`src/rtl/chiptune_pkg.sv`:
```
// Shared types and constants for the APU register sequencer.
package chiptune_pkg;

  localparam int unsigned REG_COUNT = 16;
  localparam logic [3:0] HDR_NIBBLE = 4'h8;

  typedef struct packed {
    logic [3:0] addr;
    logic [7:0] data;
  } reg_pkt_t;

  typedef enum logic {
    StHdr,
    StDat
  } parse_state_e;

endpackage

```
`src/rtl/reg_fifo.sv`:
```
// Synchronous FIFO of register-write packets; a push on full succeeds only with a same-cycle pop.
module reg_fifo
  import chiptune_pkg::*;
#(
  parameter int unsigned DEPTH = 8
) (
  input  logic       clk,
  input  logic       rst_n,
  input  logic       push_i,
  input  reg_pkt_t   wdata_i,
  input  logic       pop_i,
  output reg_pkt_t   rdata_o,
  output logic       full_o,
  output logic       empty_o,
  output logic [4:0] level_o
);

  localparam int unsigned AW = (DEPTH > 1) ? $clog2(DEPTH) : 1;

  reg_pkt_t        mem_q [DEPTH];
  logic [AW-1:0]   wr_ptr_q, rd_ptr_q;
  logic [4:0]      level_q;
  logic            do_push, do_pop;

  assign full_o  = (level_q == 5'(DEPTH));
  assign empty_o = (level_q == 5'd0);
  assign level_o = level_q;
  assign rdata_o = mem_q[rd_ptr_q];

  assign do_pop  = pop_i && !empty_o;
  assign do_push = push_i && (!full_o || do_pop);

  // Storage carries no reset; occupancy is defined purely by the pointers.
  always_ff @(posedge clk) begin
    if (do_push) begin
      mem_q[wr_ptr_q] <= wdata_i;
    end
  end

  always_ff @(posedge clk) begin
    if (!rst_n) begin
      wr_ptr_q <= '0;
      rd_ptr_q <= '0;
      level_q  <= '0;
    end else begin
      if (do_push) wr_ptr_q <= wr_ptr_q + AW'(1);
      if (do_pop)  rd_ptr_q <= rd_ptr_q + AW'(1);
      unique case ({do_push, do_pop})
        2'b10:   level_q <= level_q + 5'd1;
        2'b01:   level_q <= level_q - 5'd1;
        default: level_q <= level_q;
      endcase
    end
  end

endmodule

```
`src/rtl/reg_sequencer.sv`:
```
// Serial header/data parser feeding a write queue that updates sixteen APU registers.
// Optional REG_SEQ_FRAME_SYNC_EN: hold queued writes until frame_tick, then drain back-to-back.
module reg_sequencer
  import chiptune_pkg::*;
#(
  parameter int unsigned DEPTH   = 8,
  parameter int unsigned TIMEOUT = 4800
) (
  input  logic         clk,
  input  logic         rst_n,
  input  logic [7:0]   rx_data,
  input  logic         rx_valid,
  input  logic         frame_tick,
  output logic [127:0] reg_data,
  output logic [3:0]   reg_event,
  output logic         overflow,
  output logic [4:0]   level
);

  localparam int unsigned TW      = $clog2(TIMEOUT + 1);
  localparam logic [TW-1:0] TmoLast = TW'(TIMEOUT - 1);

  parse_state_e                 state_q, state_d;
  logic [3:0]                   addr_q, addr_d;
  logic [TW-1:0]                tmo_q, tmo_d;
  logic [REG_COUNT-1:0][7:0]    regs_q;
  logic [3:0]                   event_q;
  logic                         ovf_q;

  logic       push, pop, drain_en, full, empty;
  reg_pkt_t   push_pkt, pop_pkt;
  logic [4:0] fifo_level;

  always_comb begin
    state_d = state_q;
    addr_d  = addr_q;
    tmo_d   = tmo_q;
    push    = 1'b0;
    unique case (state_q)
      StHdr: begin
        if (rx_valid && rx_data[7:4] == HDR_NIBBLE) begin
          addr_d  = rx_data[3:0];
          tmo_d   = '0;
          state_d = StDat;
        end
      end
      StDat: begin
        if (rx_valid) begin
          push    = 1'b1;
          state_d = StHdr;
        end else if (tmo_q == TmoLast) begin
          tmo_d   = '0;
          state_d = StHdr;
        end else begin
          tmo_d = tmo_q + TW'(1);
        end
      end
      default: state_d = StHdr;
    endcase
  end

  always_ff @(posedge clk) begin
    if (!rst_n) begin
      state_q <= StHdr;
      addr_q  <= '0;
      tmo_q   <= '0;
    end else begin
      state_q <= state_d;
      addr_q  <= addr_d;
      tmo_q   <= tmo_d;
    end
  end

  assign push_pkt = '{addr: addr_q, data: rx_data};
  assign pop      = drain_en && !empty;

`ifdef REG_SEQ_FRAME_SYNC_EN
  logic drain_q, drain_d, becomes_empty;

  // Level 1 is never full, so a concurrent push is always accepted and keeps the queue non-empty.
  assign becomes_empty = pop && (fifo_level == 5'd1) && !push;

  always_comb begin
    drain_d = drain_q;
    if (frame_tick) begin
      drain_d = 1'b1;
    end else if (empty || becomes_empty) begin
      drain_d = 1'b0;
    end
  end

  always_ff @(posedge clk) begin
    if (!rst_n) drain_q <= 1'b0;
    else        drain_q <= drain_d;
  end

  assign drain_en = drain_q;
`else
  logic unused_frame_tick;
  assign unused_frame_tick = frame_tick;
  assign drain_en          = 1'b1;
`endif

  reg_fifo #(
    .DEPTH (DEPTH)
  ) u_fifo (
    .clk     (clk),
    .rst_n   (rst_n),
    .push_i  (push),
    .wdata_i (push_pkt),
    .pop_i   (pop),
    .rdata_o (pop_pkt),
    .full_o  (full),
    .empty_o (empty),
    .level_o (fifo_level)
  );

  always_ff @(posedge clk) begin
    if (!rst_n) begin
      regs_q  <= '0;
      event_q <= '0;
      ovf_q   <= 1'b0;
    end else begin
      event_q <= '0;
      if (pop) begin
        regs_q[pop_pkt.addr]       <= pop_pkt.data;
        event_q[pop_pkt.addr[3:2]] <= 1'b1;
      end
      if (push && full && !pop) ovf_q <= 1'b1;
    end
  end

  assign reg_data  = regs_q;
  assign reg_event = event_q;
  assign overflow  = ovf_q;
  assign level     = fifo_level;

endmodule

```
`config.mk`:
```
export PLATFORM = sky130hd
export DESIGN_NAME = reg_sequencer
export DESIGN_NICKNAME = d
export VERILOG_FILES = /design/src/rtl/chiptune_pkg.sv /design/src/rtl/reg_fifo.sv /design/src/rtl/reg_sequencer.sv
export SDC_FILE = /design/constraint.sdc
export NUM_CORES = 1
export LEC_CHECK = 0
export ABC_AREA = 0
export BUFFER_PORTS_ARGS = -buffer_cell sky130_fd_sc_hd__buf_2
export CORE_MARGIN = 4
export CORE_UTILIZATION = 55
export DETAILED_ROUTE_END_ITERATION = 12
export GPL_TIMING_DRIVEN = 0
export PLACE_DENSITY = 0.77
export SLEW_MARGIN = 20
export SYNTH_ARGS = -nofsm -noshare
export SYNTH_HDL_FRONTEND = slang
export SYNTH_SLANG_ARGS = --single-unit
```
`constraint.sdc`:
```
create_clock -name clk -period 3.1 [get_ports clk]
set_clock_uncertainty 0.1 [all_clocks]
set_input_delay 0.465 -clock clk [delete_from_list [all_inputs] [get_ports clk]]
set_output_delay 0.465 -clock clk [all_outputs]
set_load 0.01 [all_outputs]
```
==> results of run 1 <==
==> registers in the layout, summed over array words and instances (netlist names), named ones only <==
name             flops
addr_q               4
overflow             1
reg_data           128
reg_event            4
state_q              1
tmo_q               13
u_fifo.level_o       5
u_fifo.mem_q        96
u_fifo.rd_ptr_q      3
u_fifo.wr_ptr_q      3
==> cell type report <==
cell class                 count  area [sq um]  share of cell area
clock buffer                  40           754              0.0619
sequential                   261          6190               0.507
multi-input combinational    491          3810               0.312
clock inverter                 6          37.5             0.00308
tap                          229           287              0.0235
buffer                        50           300              0.0246
inverter                       5          18.8             0.00154
timing repair buffer         156           801              0.0657
==> final timing paths <==
kind,end,startpoint,slack (ns),depth (start not counted)
max,reg_data[97],flop,0.44,8
min,u_fifo.mem_q[5][6],rx_data[6],0.13,1
max reg2reg,reg_data[97],flop,0.44,8
min reg2reg,reg_data[27],reg_data[27],0.35,2
==> Yosys cell counts (8+ instances only) <==
master,number
nor2b_1,15
dfxtp_1,165
mux2i_1,136
buf_4,12
buf_6,8
a21boi_0,8
nor2_1,19
mux4_2,22
nand2b_1,9
and2_1,12
mux2_2,10
clkbuf_1,24
nand2_1,167
o21ai_0,8
edfxtp_1,96
==> stage by stage <==
step | std cells | instance area, sq um | hold slack [ns] | utilization
floorplan | 807 | 10300 | 0.345 | -
global placement | 1183 | 11300 | 0.339 | 0.623
detailed placement | 1192 | 11400 | 0.344 | 0.628
CTS | 1238 | 12200 | 0.126 | 0.672
global route | 1238 | 12200 | 0.138 | 0.672
finish | 1238 | 12200 | 0.135 | 0.672
==> power groups by stage <==
stage / sequential (uW) / combinational, uW / clock (uW)
global placement: 4080 / 2560 / 0
finish: 4010 / 2590 / 2910
global route: 4040 / 2810 / 3110
CTS: 4010 / 2620 / 2970
floorplan: 4190 / 1740 / 0
detailed placement: 4080 / 2610 / 0
==> cells by family (layout without fill, tap and decap cells) <==
kind of cell,Yosys count,in the layout,synth area share
xor+xnor,6,6,0.00511
mux,169,169,0.193
compound gates,47,47,0.0396
buf+inv,55,257,0.0310
simple gates,265,265,0.125
flops,261,261,0.602
fa+ha+maj,4,4,0.00487
==> cells in the final DEF, fill, tap and decap left out, types with 12 or more instances in the layout <==
master and n:
nor2b_1 15, nor2_1 16, dfxtp_1 165, clkbuf_16 27, mux2i_1 136, and2_1 12
nand2_1 167, clkbuf_1 34, edfxtp_1 96, mux4_2 22, buf_4 20, buf_2 154
==> routing by layer <==
layer	global-route usage	wire [microns]	vias to the layer above
met4	0.0633	607	0
met2	0.368	11100	180
met3	0.0407	1320	45
li1	-	-	3229
met1	0.292	9970	3221
met5	0	0	-
==> results by group, run 1 <==
STA
  – Minimum clock period: approximately 2.7 ns
  – Pin slew with the least headroom to its limit: 0.756 ns
  – Final period utilization: 0.858
  – Final setup fails: 0
  – Setup TNS: 0 ns
  – Hold Fails Final Rpt: 0
  – Final WS setup: roughly 0.44 ns
  – Max_slew headroom: 0.491
  – Max-slew violations: 0
  – Fmax: 376 MHz
  – RSZ-0062 raised after global routing: no

Worst setup path
  – Crit-path leading delay family: multiplexers
  – Critical path required time: roughly 3.4 ns
  – CP bufs+invs: 4
  – Worst Setup End Kind: flop
  – Crit path DAT: 2.96 ns
  – Critical path class: flop to flop
  – CP max stage cell: mux4_2
  – Critical Path Fanout Max: 10
  – Crit-path max cell delay: 0.51 ns
  – CP Cell Sequence: buf_6 -> buf_6 -> buf_6 -> mux4_2 -> mux2_2 -> nand2_1 -> buf_4 -> mux2i_1
  – Most frequent CP cell: buf_6
  – Crit path launch type: flop

Finish
  – Layout cells sized above 1: 0.280
  – Nets: 1,007
  – Area Growth Syn to Fin: 18.6%
  – Antenna fix cells: 0
  – Filler cells: about 1,400

Pwr
  – Power Density: just under 800 nW/um^2
  – Tot Pwr: 9510 uW
  – Cell Int Power: 6630 uW
  – NetSw: 2890 uW
  – Switching Fraction: 0.303
  – Max VDD drop: 419 uV
  – Clock network fraction of total power: 0.306
  – Comb pwr share: 0.272
  – Leak Pwr: 0.00505 uW
  – Sequential share of power: 0.422

Die
  – Die Span X: 145 microns
  – Initial Util: 0.566
  – Die span in y: 145 microns
  – IO Pins: 150
  – Die area: 20,900 sq um
  – # rows: 49
  – Core Region: approximately 18,000 sq um

Clock tree
  – Post_cts resized: 0
  – Postcts setup bufs: 0
  – Clock root buffer: clkbuf_16
  – Insertion delay to the later sink of the worst-skew pair: 0.52 ns
  – Htree depth: 1
  – Hold buffer count at cts: 0
  – TritonCTS Buffers: 26
  – CTS tree: yes
  – Clock transition at path regs: about 0.060 ns
  – Max Buffers Root-to-Sink: 3
  – Clock sinks: 261

Logic synthesis
  – #FFs+latches synth: approximately 260
  – Synth Flop Type: dfxtp_1
  – Ys Warns: 0
  – Seq/Total Area, Yosys: 0.602
  – Synth area leaders: dfxtp_1, edfxtp_1, mux2i_1
  – Syn Area/Cell: between 10 and 15 sq um
  – Cells after Synth: approximately 810
  – Area leader, netlist: dfxtp_1
  – Post-synth EDFFs: 96
  – Post-Syn Area: 10,300 sq um
  – Post-synth cell types: 55
  – Top cell type's share of synthesized area: 0.321
  – Synth async-reset ratio: 0
  – Syn Nets: 823

Route
  – Vias per inst: 5.39
  – Wirelength per Cell: between 15 and 20 microns
  – Total number of vias: 6,675
  – Final ANT Viol Nets: 0
  – Residual DRC: 0
  – 1st-iter DRT viols: 393
  – DR pass1 iterations: 4
  – Post-Route WL: 23,000 microns

Placed design
  – HPWL Detailed: 16,000 microns
  – GPL Wtd Cong: 0.798
  – Placement Setup Slack: 0.436 ns
  – Input/output buffers: 147

Worst hold path
  – Worst hold path type: input pin to flop

Global route
  – Vias in the first global route: roughly 6,600
  – Initial antenna violation count: 0
  – First-pass GRT wire length: 36,100 microns
  – Total grt overflow: 0
  – Largest net degree at the start of global routing: 15
  – GRT Total Usage: 0.219

Run status
  – Status: finished, final reports clean

Run
  – Max Cap Violations: 0
Power figures use the tool's default switching activity.
==> run 2, diff against run 1 <==
--- a/config.mk
+++ b/config.mk
@@ -7,11 +7,13 @@
 export LEC_CHECK = 0
 export ABC_AREA = 0
 export BUFFER_PORTS_ARGS = -buffer_cell sky130_fd_sc_hd__buf_2
+export CELL_PAD_IN_SITES_DETAIL_PLACEMENT = 0
+export CELL_PAD_IN_SITES_GLOBAL_PLACEMENT = 1
 export CORE_MARGIN = 4
-export CORE_UTILIZATION = 55
+export CORE_UTILIZATION = 46
 export DETAILED_ROUTE_END_ITERATION = 12
 export GPL_TIMING_DRIVEN = 0
-export PLACE_DENSITY = 0.77
+export PLACE_DENSITY_LB_ADDON = 0.1
 export SLEW_MARGIN = 20
 export SYNTH_ARGS = -nofsm -noshare
 export SYNTH_HDL_FRONTEND = slang
==> results by group, run 2 (same netlist as run 1, synthesis figures left out) <==
Run status
  – Status: finished, final reports clean

Route
  – DR pass1 iterations: 4 (unchanged)
  – Routed met1 length: 11,200 microns (+12%)
  – Total number of vias: 6,582 (-1.4%)
  – Highest metal used: met4
  – Met3 routed WL: 1070 microns (-19%)
  – Final ANT Viol Nets: 0 (unchanged)
  – Met2 wire length: 11,400 microns (+2.9%)
  – Post-Route WL: 24,200 microns (+5.1%)
  – Vias per inst: 5.11 (-5.3%)
  – 1st-iter DRT viols: 292 (-26%)
  – Wirelength per Cell: 18.7 microns (+0.90%)
  – Residual DRC: 0 (unchanged)

Clock tree
  – Max Buffers Root-to-Sink: 3 (unchanged)
  – Hold buffer count at cts: 0 (unchanged)
  – Clock root buffer: clkbuf_16
  – Htree depth: 1 (unchanged)
  – Clock transition at path regs: 0.06 ns (about the same)
  – Postcts setup bufs: 0 (unchanged)
  – Post_cts resized: 0 (unchanged)
  – Insertion delay to the later sink of the worst-skew pair: 0.53 ns (about the same)
  – Clock sinks: 261 (unchanged)
  – TritonCTS Buffers: 27 (+3.8%)
  – CTS tree: yes

Placed design
  – Input/output buffers: 147 (unchanged)
  – HPWL Detailed: 16,700 microns (+4.5%)
  – Placed inst area: 11,500 sq um (+0.44%)
  – Placement Setup Slack: 0.353 ns (-0.0832 ns)
  – GPL Wtd Cong: 0.741 (-7.1%)
  – Cell Count Post-Placement: 1,240 (+4.0%)

Global route
  – Initial antenna violation count: 0 (unchanged)
  – GRT Total Usage: 0.193 (-0.0253)
  – First-pass GRT wire length: 37,800 microns (+4.6%)
  – Largest net degree at the start of global routing: 15 (unchanged)
  – Vias in the first global route: 6,545 (-0.61%)
  – Total grt overflow: 0 (unchanged)

Pwr
  – Clock network fraction of total power: 0.322 (+0.016)
  – Leak Pwr: 0.00507 uW (+0.45%)
  – NetSw: 2980 uW (+3.2%)
  – Switching Fraction: 0.305 (+0.00167)
  – Sequential share of power: 0.411 (-0.011)
  – Comb pwr share: 0.268 (-0.004)
  – Max VDD drop: 504 uV (+20%)
  – Tot Pwr: 9770 uW (+2.7%)
  – Cell Int Power: 6790 uW (+2.4%)
  – Power Density: 794 nW/um^2 (+1.7%)

Worst hold path
  – Worst hold path type: input pin to flop
  – Hold Startpoint: rx_data[5]

STA
  – Max-slew violations: 0 (unchanged)
  – RSZ-0062 raised after global routing: no
  – Final period utilization: 0.869 (+0.0111)
  – Pin slew with the least headroom to its limit: 0.849 ns (+0.0932 ns)
  – Final WS setup: 0.406 ns (-0.0344 ns)
  – Max_slew headroom: 0.433 (-0.0574)
  – Minimum clock period: 2.69 ns (+0.0344 ns)
  – Hold Fails Final Rpt: 0 (unchanged)
  – Final setup fails: 0 (unchanged)
  – Fmax: 371 MHz (-1.3%)

Die
  – Die area: 24,800 sq um (+18%)
  – Die Span X: 157 microns (+8.8%)
  – IO Pins: 150 (unchanged)
  – Core Region: 21,900 sq um (+21%)
  – Initial Util: 0.470 (-0.0969)
  – Die span in y: 157 microns (+8.8%)
  – # rows: 54 (+10%)

Finish
  – Antenna fix cells: 0 (unchanged)
  – Filler cells: 1,897 (+40%)
  – Post-Layout Cell Count: 1,289 (+4.1%)
  – Area Growth Syn to Fin: 19.7%
  – Max reg flops: 128 (unchanged)
  – Layout cells sized above 1: 0.284 (+0.00396)
  – Nets: 1,005 (-0.20%)
  – Finished Cell Area: 12,300 sq um (+0.92%)
  – Commonest non-fill, non-tap cell in the layout: nand2_1
  – Most frequent cells in the layout: nand2_1, dfxtp_1, buf_2, mux2i_1, edfxtp_1

Worst setup path
  – Critical Path Fanout Max: 10 (unchanged)
  – Crit path DAT: 3.00 ns (+0.04 ns)
  – Critical path required time: 3.40 ns (about the same)
  – Critical path class: flop to flop
  – Worst Setup End Kind: flop
  – Crit path launch type: flop
  – Reg2Reg Setup Slack: 0.41 ns (-0.03 ns)

Run
  – Max Cap Violations: 0 (unchanged)
==> run 2: cell count changes in the layout (fill, tap and decap cells not counted) <==
cell | previous run | this run
clkinv_2 | 2 | 8
clkbuf_1 | 34 | 30
buf_6 | 8 | 11
clkinvlp_4 | 0 | 1
clkinv_4 | 1 | 0
inv_8 | 1 | 0
buf_2 | 154 | 155
buf_4 | 20 | 13
bufinv_16 | 0 | 2
==> run 2: final timing paths <==
path | end | depth (start not counted)
worst max-delay path | reg_data[91] | 8
worst min-delay path | u_fifo.mem_q[4][5] | 1
worst max register to register | reg_data[91] | 8
worst min register to register | reg_data[51] | 2
==> run 2: metrics by stage <==
step	setup TNS (ns)	hold WS, ns	util
global placement	-17.97	0.340	0.519
floorplan	0	0.345	-
detailed placement	0	0.343	0.523
CTS	0	0.116	0.562
global route	0	0.141	0.562
finish	0	0.137	0.562
==> run 2: routing by layer <==
metal  up-vias  global-route usage
met5         -                   0
met1      3198               0.274
li1       3223                   -
met4         0              0.0418
met3        29              0.0269
met2       132               0.320
==> run 2: power by group through the flow <==
stage	sequential, uW	combinational, uW	clock, uW
2_1_floorplan	4190	1740	0
3_3_place_gp	4080	2640	0
3_5_place_dp	4090	2650	0
4_1_cts	4010	2660	3210
5_1_grt	4050	2850	3340
6_report	4010	2620	3140
==> run 2: layout make-up <==
class | count | area [sq um] | share of cell area
well taps | 280 | 350 | 0.0285
repair buffers | 153 | 787 | 0.0640
flip-flops and latches | 261 | 6190 | 0.503
multi-input cells | 491 | 3810 | 0.310
inverters | 5 | 18.8 | 0.00153
plain buffers | 50 | 300 | 0.0244
clock inverters | 13 | 115 | 0.00935
clock buffers | 36 | 739 | 0.0601
==> run 2: critical path, stage by stage, from the launching register on <==
cell,delay [ns]
dfxtp_1,0.33
buf_6,0.16
buf_6,0.21
buf_6,0.21
mux4_2,0.53
mux2_2,0.28
nand2_1,0.35
buf_4,0.30
mux2i_1,0.10
